==> src/rtl/if_fetch_stage.sv <==
// Instruction-fetch stage: owns PC_IF, keeps at most one imem request in flight,
// queues returned instructions in a small buffer and drives the IF/ID pipeline register.
module if_fetch_stage #(
    parameter int unsigned     XLEN     = 32,
    parameter logic [XLEN-1:0] RESET_PC = 32'h0000_0000,
    parameter logic [XLEN-1:0] NOP      = 32'h0000_0013,
    parameter int unsigned     FB_DEPTH = 2
) (
    input  logic            clk,
    input  logic            rst_n,
    input  logic            PC_EN_IF,
    input  logic            reg_FD_EN,
    input  logic            reg_FD_stall,
    input  logic            reg_FD_flush,
    input  logic            Branch_ID,
    input  logic [XLEN-1:0] PC_branch_ID,
    output logic            imem_req_valid,
    output logic [XLEN-1:0] imem_req_addr,
    input  logic            imem_req_ready,
    input  logic            imem_rsp_valid,
    input  logic [XLEN-1:0] imem_rsp_data,
    output logic [XLEN-1:0] PC_ID,
    output logic [XLEN-1:0] inst_ID,
    output logic            valid_ID,
    output logic            fetch_starve
);

    localparam int unsigned PTR_W = (FB_DEPTH > 1) ? $clog2(FB_DEPTH) : 1;
    localparam int unsigned CNT_W = $clog2(FB_DEPTH + 1);
    localparam int unsigned OCC_W = CNT_W + 1;
    localparam logic [PTR_W-1:0] PTR_LAST = PTR_W'(FB_DEPTH - 1);
    localparam logic [CNT_W-1:0] FB_FULL  = CNT_W'(FB_DEPTH);
    localparam logic [OCC_W-1:0] OCC_LIM  = OCC_W'(FB_DEPTH);

    localparam logic [1:0] S_IDLE = 2'd0;
    localparam logic [1:0] S_REQ  = 2'd1;
    localparam logic [1:0] S_WAIT = 2'd2;

    logic [1:0]      state_q, state_d;
    logic [XLEN-1:0] pc_q, pc_d;
    logic [XLEN-1:0] out_pc_q, out_pc_d;
    logic            kill_q, kill_d;

    logic [XLEN-1:0] fb_pc_q   [FB_DEPTH];
    logic [XLEN-1:0] fb_inst_q [FB_DEPTH];
    logic [PTR_W-1:0] rd_ptr_q, rd_ptr_d;
    logic [PTR_W-1:0] wr_ptr_q, wr_ptr_d;
    logic [CNT_W-1:0] fb_count_q, fb_count_d;

    logic [XLEN-1:0] pc_id_q, pc_id_d;
    logic [XLEN-1:0] inst_id_q, inst_id_d;
    logic            valid_id_q, valid_id_d;
    logic            starve_q, starve_d;

    logic            redirect_s;
    logic            advance_s;
    logic            fb_empty_s;
    logic            fb_pop_s;
    logic            rsp_in_s;
    logic            rsp_push_s;
    logic            fb_clear_s;
    logic            fb_wr_s;
    logic [OCC_W-1:0] occ_s;
    logic            credit_ok_s;
    logic            req_valid_s;
    logic            accept_s;

    function automatic logic [PTR_W-1:0] ptr_inc(input logic [PTR_W-1:0] p);
        return (p == PTR_LAST) ? {PTR_W{1'b0}} : (p + PTR_W'(1'b1));
    endfunction

    // A held load-use stall suppresses the redirect; decode re-presents the branch later.
    assign redirect_s  = Branch_ID & PC_EN_IF;
    assign advance_s   = reg_FD_EN & ~reg_FD_stall & ~reg_FD_flush;
    assign fb_empty_s  = (fb_count_q == {CNT_W{1'b0}});
    assign fb_pop_s    = advance_s & ~fb_empty_s;
    assign rsp_in_s    = imem_rsp_valid & (state_q == S_WAIT);
    assign rsp_push_s  = rsp_in_s & ~kill_q;
    assign fb_clear_s  = redirect_s | reg_FD_flush;
    assign fb_wr_s     = rsp_push_s & ~fb_clear_s;

    // Occupancy at end of cycle; a new request is only issued if its reply is sure to fit.
    assign occ_s       = OCC_W'(fb_count_q) - OCC_W'(fb_pop_s) + OCC_W'(rsp_push_s);
    assign credit_ok_s = (occ_s < OCC_LIM);
    assign req_valid_s = PC_EN_IF & (state_q != S_IDLE) & ((state_q == S_REQ) | imem_rsp_valid)
                       & credit_ok_s & ~redirect_s;
    assign accept_s    = req_valid_s & imem_req_ready;

    assign imem_req_valid = req_valid_s;
    assign imem_req_addr  = pc_q;
    assign PC_ID          = pc_id_q;
    assign inst_ID        = inst_id_q;
    assign valid_ID       = valid_id_q;
    assign fetch_starve   = starve_q;

    // Request FSM, PC sequencing and kill tracking for the outstanding request.
    always_comb begin
        state_d  = state_q;
        pc_d     = pc_q;
        out_pc_d = out_pc_q;
        kill_d   = kill_q;
        case (state_q)
            S_IDLE: state_d = S_REQ;
            S_REQ: begin
                if (accept_s) state_d = S_WAIT;
                else          state_d = S_REQ;
            end
            S_WAIT: begin
                if (imem_rsp_valid) state_d = accept_s ? S_WAIT : S_REQ;
                else                state_d = S_WAIT;
            end
            default: state_d = S_IDLE;
        endcase
        if (redirect_s)    pc_d = PC_branch_ID;
        else if (accept_s) pc_d = pc_q + XLEN'(3'd4);
        else               pc_d = pc_q;
        if (accept_s) out_pc_d = pc_q;
        else          out_pc_d = out_pc_q;
        if (redirect_s)    kill_d = (state_q == S_WAIT) & ~imem_rsp_valid;
        else if (rsp_in_s) kill_d = 1'b0;
        else               kill_d = kill_q;
    end

    // Fetch-buffer pointers and occupancy.
    always_comb begin
        rd_ptr_d   = rd_ptr_q;
        wr_ptr_d   = wr_ptr_q;
        fb_count_d = fb_count_q;
        if (fb_clear_s) begin
            rd_ptr_d   = {PTR_W{1'b0}};
            wr_ptr_d   = {PTR_W{1'b0}};
            fb_count_d = {CNT_W{1'b0}};
        end else begin
            if (fb_pop_s) rd_ptr_d = ptr_inc(rd_ptr_q);
            else          rd_ptr_d = rd_ptr_q;
            if (fb_wr_s)  wr_ptr_d = ptr_inc(wr_ptr_q);
            else          wr_ptr_d = wr_ptr_q;
            if (fb_pop_s && !fb_wr_s)      fb_count_d = fb_count_q - CNT_W'(1'b1);
            else if (!fb_pop_s && fb_wr_s) fb_count_d = fb_count_q + CNT_W'(1'b1);
            else                           fb_count_d = fb_count_q;
        end
    end

    // IF/ID register next state; bubbles carry PC 0 and a NOP.
    always_comb begin
        pc_id_d    = pc_id_q;
        inst_id_d  = inst_id_q;
        valid_id_d = valid_id_q;
        starve_d   = 1'b0;
        if (!reg_FD_EN) begin
            starve_d = 1'b0;
        end else if (reg_FD_flush) begin
            pc_id_d    = {XLEN{1'b0}};
            inst_id_d  = NOP;
            valid_id_d = 1'b0;
        end else if (reg_FD_stall) begin
            starve_d = 1'b0;
        end else if (!fb_empty_s) begin
            pc_id_d    = fb_pc_q[rd_ptr_q];
            inst_id_d  = fb_inst_q[rd_ptr_q];
            valid_id_d = 1'b1;
        end else begin
            pc_id_d    = {XLEN{1'b0}};
            inst_id_d  = NOP;
            valid_id_d = 1'b0;
            starve_d   = 1'b1;
        end
    end

    // Control and pipeline-register state.
    always_ff @(posedge clk or negedge rst_n) begin
        if (!rst_n) begin
            state_q    <= S_IDLE;
            pc_q       <= RESET_PC;
            out_pc_q   <= {XLEN{1'b0}};
            kill_q     <= 1'b0;
            rd_ptr_q   <= {PTR_W{1'b0}};
            wr_ptr_q   <= {PTR_W{1'b0}};
            fb_count_q <= {CNT_W{1'b0}};
            pc_id_q    <= {XLEN{1'b0}};
            inst_id_q  <= NOP;
            valid_id_q <= 1'b0;
            starve_q   <= 1'b0;
        end else begin
            state_q    <= state_d;
            pc_q       <= pc_d;
            out_pc_q   <= out_pc_d;
            kill_q     <= kill_d;
            rd_ptr_q   <= rd_ptr_d;
            wr_ptr_q   <= wr_ptr_d;
            fb_count_q <= fb_count_d;
            pc_id_q    <= pc_id_d;
            inst_id_q  <= inst_id_d;
            valid_id_q <= valid_id_d;
            starve_q   <= starve_d;
        end
    end

    // Fetch-buffer storage, written at the tail with the PC of the returning request.
    always_ff @(posedge clk or negedge rst_n) begin
        if (!rst_n) begin
            for (int i = 0; i < int'(FB_DEPTH); i++) begin
                fb_pc_q[i]   <= {XLEN{1'b0}};
                fb_inst_q[i] <= NOP;
            end
        end else if (fb_wr_s) begin
            fb_pc_q[wr_ptr_q]   <= out_pc_q;
            fb_inst_q[wr_ptr_q] <= imem_rsp_data;
        end
    end

    // Issue credit must make a push into a full buffer without a pop impossible.
    fb_no_overflow: assert property (@(posedge clk) disable iff (!rst_n)
        !(fb_wr_s && !fb_pop_s && (fb_count_q == FB_FULL)));

endmodule

==> config.mk <==
export PLATFORM = sky130hd
export DESIGN_NAME = if_fetch_stage
export DESIGN_NICKNAME = d
export VERILOG_FILES = /design/src/rtl/if_fetch_stage.sv
export SDC_FILE = /design/constraint.sdc
export NUM_CORES = 1
export LEC_CHECK = 0
export ABC_AREA = 1
export CORE_MARGIN = 4
export CORE_UTILIZATION = 55
export DETAILED_ROUTE_END_ITERATION = 12
export GPL_TIMING_DRIVEN = 0
export PLACE_DENSITY = 0.77
export REMOVE_ABC_BUFFERS = 1
export SYNTH_ARGS = -nofsm -noshare
export SYNTH_HDL_FRONTEND = slang
export SYNTH_SLANG_ARGS = --single-unit
export TNS_END_PERCENT = 1
==> constraint.sdc <==
create_clock -name clk -period 4.1 [get_ports clk]
set_input_delay 0.82 -clock clk [delete_from_list [all_inputs] [get_ports clk]]
set_output_delay 0.82 -clock clk [all_outputs]
set_load 0.01 [all_outputs]
==> results.md, run 1 <==
- Status: finished, final reports clean
- Most frequent cell after synthesis: nand2_1
- Die Span Y: 156 µm
- Largest net degree at the start of global routing: 124
- LEAKAGE: 6.80 nW
- Largest family of logic cells by synthesized area: simple AND/OR/NAND/NOR gates
- Post-synth top flop: dfrtp_1
- Leading post-synthesis cells by cell area: dfrtp_1, nand2_1, mux2i_1
- Pwr Total: 0.00690 W
- CP startpoint kind: flop
- Post-Route WL: 30.6 mm
- Max-slew headroom: 41.4%
- First-pass GRT wire length: 48.6 mm
- Final setup fails: 0
- Pins Over Slew Limit: 0
- CP startpoint: fb_count_q[1]$_DFFE_PN0P_
- Routed wire per std cell: 16.9 µm
- Worst Setup End Kind: output pin
- Commonest cells in the netlist: nand2_1, dfrtp_1, inv_1, o21ai_0, o21ai_1
- Layout Cell Area excl Fill: 15,000 µm²
- Via/cell ratio: 5.36
- PD cells: 460 nW/µm²
- N_diodes: 0
- Max_cap viols: 0
- H-tree Lvls: 1
- Met3 Routed Length: 1.96 mm
- Nets@finish: 1,592
- Fin crit share: 98.8%
- Worst-skew pair later-pin latency: 540 ps
- Crit-path cells: inv_1 > nand2_4 > nand2_4 > buf_12 > inv_4 > ha_1 > or2_2 > fa_1 > nand2_1 > nor2_1 > nand2_1 > nor2_2 > buf_2
- Avg Inst Size Synth: 8.87 µm²
- Slowest stage cell, crit path: fa_1
- Adder-Cell Fraction of Synth Area: 0.375%
- Compound-gate portion of the synthesized area: 11.8%
- Hold WS: 174 ps
- Final hold vios: 0
- Area fraction of the dominant cell type after synthesis: 53.3%
- Ys Warns: 0
- Peak VDD IR: 0.375 mV
- Critical Path AT: 3230 ps
- Clock sinks: 265
- Antenna viol nets, final: 0
- Tmin final: 4050 ps
- Hold_buf cts: 0
- Gr ovfl total: 0
- Asr flop ratio synth: 100%
- Fraction of layout cells with a size suffix above 1: 10.3%
- Hold/Removal Path Class: in -> async
- Yosys cell types: 34
- Mapped Cells: 1,354
- Number of synthesized flops with an enable pin: 0
- Worst path max stage delay: 520 ps
- Post-Synth Simple-Gate Area: 19.5%
- Top sig layer: met4
- Drt drc: 0
- Critical Path Fanout Max: 7
- Row count: 53
- Synth area leader: dfrtp_1
- Mapped cell area: 12,000 µm²
- Clk root buf: clkbuf_16
- Die ar.: 24,300 µm²
- TritonCTS clock tree: done
- Starting Density: 56.5%
- Vias: 9,702
- Final Skew: 19.5 ps
- Number of global-route vias before repair: 9,402
- Die width: 156 µm
- Reg2reg end: out_pc_q[5]$_DFFE_PN0P_
- Mux cell area share after synthesis: 5.16%
- Final RePlAce weighted congestion: 0.884
- FF+latch count, synth: 265
- Placement Cell Area: 13,800 µm²
- FF-to-FF path depth: 13
- Final HPWL from detailed placement: 18.6 mm
- Drt pass-1 iters: 5
- Worst Path Required: 3280 ps
- I/O Pins: 172
- Tot GR Track Use: 24.5%
- CTS buffer count: 29
- P&R area growth vs syn: 24.9%
- Initial antenna violation count: 0
- Critical Path End: imem_req_valid
- Final core utilization: 70.5%
- Worst Max-Slew Pin Slew: 879 ps
- R2r startpoint: fb_count_q[1]$_DFFE_PN0P_
- Fmax: 247 MHz
- Wire length on met1: 13.4 mm
- R2R setup slack: 240 ps
- Number of port buffers: 171
- Post-Synth XOR/XNOR Area: 0.219%
- Seq/Total Area, Yosys: 55.3%
- Core outline area: 21,300 µm²
- Reg clk slew, reported paths: 60 ps
- DR WL met2: 14.6 mm
- Clock Tree Buf Depth: 3
- 1st-iter DRT viols: 703
- Crit Path Class: reg -> out
- Filler cells: 1,612
[worst min path at each step]
| stage | startpoint | to |
|---|---|---|
| 6_report | rst_n | inst_ID[20]$_DFFE_PN0P_ |
| 5_1_grt | rst_n | inst_ID[20]$_DFFE_PN0P_ |
| 3_5_place_dp | fb_inst_q[62]$_DFFE_PN0P_ | fb_inst_q[62]$_DFFE_PN0P_ |
| 4_1_cts | rst_n | inst_ID[20]$_DFFE_PN0P_ |
| 2_1_floorplan | out_pc_q[10]$_DFFE_PN0P_ | out_pc_q[10]$_DFFE_PN0P_ |
| 3_3_place_gp | fb_inst_q[4]$_DFFE_PN1P_ | fb_inst_q[4]$_DFFE_PN1P_ |
[metrics by stage]
step / TNS [ps] / setup slack [ps] / cells
2_1_floorplan: -20750 / -546 / 1286
3_3_place_gp: -2650370 / -9030 / 1732
3_5_place_dp: -83300 / -1760 / 1740
4_1_cts: 0 / 34.8 / 1805
5_1_grt: -33.2 / -33.2 / 1809
6_report: 0 / 49.3 / 1809
[cell usage in the layout (no fill, tap or decap), types with 3 or more instances in the layout]
master,netlist,layout
nand3_1,53,53
clkbuf_16,0,29
clkbuf_8,0,7
nand2_1,438,435
inv_1,116,115
nor2_2,2,3
buf_4,7,15
o21ai_0,99,99
nor2_1,65,64
inv_2,4,5
o21ai_2,40,40
xor2_1,3,3
o21ai_1,96,96
a31oi_1,4,4
a21oi_1,10,10
buf_16,0,5
clkbuf_1,22,5
bufinv_16,0,3
or2_2,8,8
clkdlybuf4s50_1,0,165
dfrtp_1,256,254
dfstp_2,9,9
nand2_2,2,3
nand2_4,2,5
mux2i_1,62,62
clkbuf_2,0,3
[what timing repair did]
item | CTS | global route
gates resized for setup | 14 | 9
endpoints found under the setup margin | 61 | 21
pin swaps | 5 | 5
gates cloned | 3 | 2
buffers inserted | 13 | 2
[critical path, delay by kind of cell, from the launching register on]
family	cells	cell delay, ps
AND/OR/NAND/NOR	7	1020
buffers and inverters	4	430
flip-flops	1	450
adder cells (fa/ha/maj)	2	790
[registers in the layout, summed over array words and instances (netlist names), 2 cells and up]
signal,flops
fb_inst_q,64
fb_pc_q,64
PC_ID,32
imem_req_addr,32
inst_ID,32
out_pc_q,32
fb_count_q,2
state_q,2
[layer usage]
| metal | track usage, % | vias to the layer above |
|---|---|---|
| met1 | 34.6 | 4664 |
| li1 | - | 4667 |
| met4 | 5.54 | 0 |
| met5 | 0 | - |
| met3 | 4.24 | 53 |
| met2 | 40.3 | 318 |
[area by class of cell]
cell class                      count  area, µm²  area share [%]
Timing Repair Buffer              196       2070            13.8
Clock buffer                       41        841            5.60
Clock inverter                      8        124           0.825
Multi-Input combinational cell    903       4530            30.2
Tap cell                          275        344            2.29
Inverter                          121        457            3.04
Sequential cell                   265       6650            44.3
[report_power, final]
group | leakage (nW) | internal [W] | total [W] | switching (W)
sequential | 3.56 | 0.00290 | 0.00315 | 0.000246
combinational | 2.76 | 0.000471 | 0.00113 | 0.000658
clock | 0.469 | 0.00160 | 0.00263 | 0.00102
[logic make-up (layout without fill, tap and decap cells)]
logic type | after synthesis | after routing
and+or+nand+nor | 581 | 584
adders and majority gates | 3 | 3
muxes | 62 | 62
xor gates and xnor gates | 3 | 3
DFF | 265 | 265
buffers and inverters | 189 | 366
AOI/OAI and AO/OA | 251 | 251
No activity file was read; power rests on OpenSTA's default activity.
==> run 2: changes to the inputs <==
--- a/config.mk
+++ b/config.mk
@@ -7,10 +7,10 @@
 export LEC_CHECK = 0
 export ABC_AREA = 1
 export CORE_MARGIN = 4
-export CORE_UTILIZATION = 55
+export CORE_UTILIZATION = 25
 export DETAILED_ROUTE_END_ITERATION = 12
 export GPL_TIMING_DRIVEN = 0
-export PLACE_DENSITY = 0.77
+export PLACE_DENSITY = 0.4
 export REMOVE_ABC_BUFFERS = 1
 export SYNTH_ARGS = -nofsm -noshare
 export SYNTH_HDL_FRONTEND = slang
==> run 2 against run 1 <==
Effect of this change:
- final area is 3.3% higher
- core utilization is 38 points lower
- global-route usage is 11 points lower
- combinational power hardly changed
- worst setup slack better by 50 ps
==> results.md, run 2 (synthesized netlist as in run 1, its figures left out) <==
- Status: finished, final reports clean
- Most used cell, CP: nand2_1
- TritonCTS clock tree: done
- Clk root buf: clkbuf_16
- Row count: 80
- Filler cells: 4,978
- Vias: 9,292
- Final setup fails: 0
- Pins Over Slew Limit: 0
- 1st-iter DRT viols: 433
- Final HPWL from detailed placement: 23.6 mm
- Number of global-route vias before repair: 9,570
- Most frequent cells in the layout: nand2_1, dfrtp_1, clkdlybuf4s50_1
- Max-slew headroom: 38.2%
- Critical Path AT: 3180 ps
- Largest net degree at the start of global routing: 129
- Hold_buf cts: 0
- Nets@finish: 1,583
- Drt pass-1 iters: 5
- Top Registers: fb_inst_q x64, fb_pc_q x64
- CTS buffer count: 35
- Worst Path Required: 3280 ps
- Hold/Removal Path Class: in -> async
- Core outline area: 47,600 µm²
- Crit Path Class: in -> out
- Max_cap viols: 0
- N_diodes: 0
- Reg clk slew, reported paths: 60 ps
- Peak VDD IR: 0.234 mV
- Clock sinks: 265
- Fmax: 250 MHz
- Gr ovfl total: 0
- WP buf/inv: 3
- Final Skew: 19.7 ps
- Die Span Y: 227 µm
- Die width: 227 µm
- PD cells: 475 nW/µm²
- H-tree Lvls: 2
- Fraction of layout cells with a size suffix above 1: 9.80%
- Drt drc: 0
- Routed wire per std cell: 16.6 µm
- Final RePlAce weighted congestion: 0.777
- Worst Max-Slew Pin Slew: 921 ps
- Final core utilization: 32.5%
- Crit-path cells: dlygate4sd2_1 > nor3_4 > nand2_4 > inv_6 > ha_1 > or2_2 > fa_1 > nand2_1 > nor2_1 > nand2_1 > nor2_2 > buf_2
- Number of port buffers: 171
- Antenna viol nets, final: 0
- Worst-skew pair later-pin latency: 540 ps
- Pwr Total: 0.00737 W
- Via/cell ratio: 4.33
- Starting Density: 25.2%
- Initial antenna violation count: 0
- Die ar.: 51,600 µm²
- Final hold vios: 0
- CP startpoint kind: input pin
- Worst Setup End Kind: output pin
- Clock Tree Buf Depth: 3
- Total negative slack: 0 ps
- I/O Pins: 172
- Worst path max stage delay: 540 ps
- Tmin final: 4000 ps
- Slowest stage cell, crit path: fa_1
- Tot GR Track Use: 14.0%
- Fin crit share: 97.6%
- Post-Route WL: 35.7 mm
- Commonest non-fill, non-tap cell in the layout: nand2_1
- Delay-heaviest family, CP: simple AND/OR/NAND/NOR gates
- First-pass GRT wire length: 56.3 mm
- Critical Path Fanout Max: 7
- LEAKAGE: 6.79 nW
- P&R area growth vs syn: 29.0%
==> run 2: cell types whose count changed in the layout (fill, tap and decap cells not counted), sizes merged <==
cell         delta
clkinv          +2
buf            -10
nand3           -2
nand2           -1
dlygate4sd2     +1
bufinv          -1
clkbuf         +11
bufbuf          -2
clkinvlp        -1
==> run 2: worst paths after layout <==
check,slack [ps],from,cells after the start,endpoint
worst max-delay path,100,reg_FD_stall,12,imem_req_valid
worst min-delay path,260,rst_n,1,fb_inst_q[51]$_DFFE_PN0P_
worst max register to register,400,state_q[1]$_DFF_PN0_,16,imem_req_addr[30]$_DFFE_PN0P_
worst min register to register,480,fb_pc_q[57]$_DFFE_PN0P_,2,fb_pc_q[57]$_DFFE_PN0P_
max in group asynchronous,2430,rst_n,3,imem_req_addr[30]$_DFFE_PN0P_
min in group clk,480,fb_pc_q[57]$_DFFE_PN0P_,2,fb_pc_q[57]$_DFFE_PN0P_
==> run 2: power by group <==
part / total [W] / leakage [nW] / switching (W) / internal [W]
clock network: 0.00310 / 0.575 / 0.00119 / 0.00192
registers: 0.00315 / 3.56 / 0.000250 / 0.00290
logic: 0.00111 / 2.65 / 0.000650 / 0.000463
==> run 2: routing by layer <==
layer | up-vias | global-route usage [%] | share of wire [%]
li1 | 4663 | - | -
met5 | - | 0 | 0
met2 | 170 | 22.2 | 46
met3 | 59 | 3.29 | 5.0
met4 | 0 | 5.33 | 3.2
met1 | 4400 | 18.6 | 46
==> run 2: layout make-up <==
type	instances	area (µm²)	area share, %
clock buffer	53	1060	6.87
clock inverter	8	108	0.694
inverter	121	459	2.96
multi-input combinational	900	4510	29.1
sequential	265	6650	42.9
tap	615	769	4.96
timing repair buffer	184	1940	12.5
==> run 2: what timing repair did <==
action                     CTS  global route
pin swaps                    4             3
buffers inserted             3             1
gates cloned                 0             0
setup endpoints to repair   47            17
resized for setup           10             8
==> run 2: stage by stage <==
| step | instances | setup slack [ps] | area [µm²] | hold slack (ps) |
|---|---|---|---|---|
| CTS | 2145 | 0.309 | 15500 | 281 |
| global route | 2146 | -7.80 | 15500 | 302 |
| floorplan | 1286 | -546 | 11500 | 453 |
| global placement | 2072 | -10490 | 14000 | 462 |
| finish | 2146 | 98.9 | 15500 | 261 |
| detailed placement | 2081 | -1260 | 14300 | 466 |
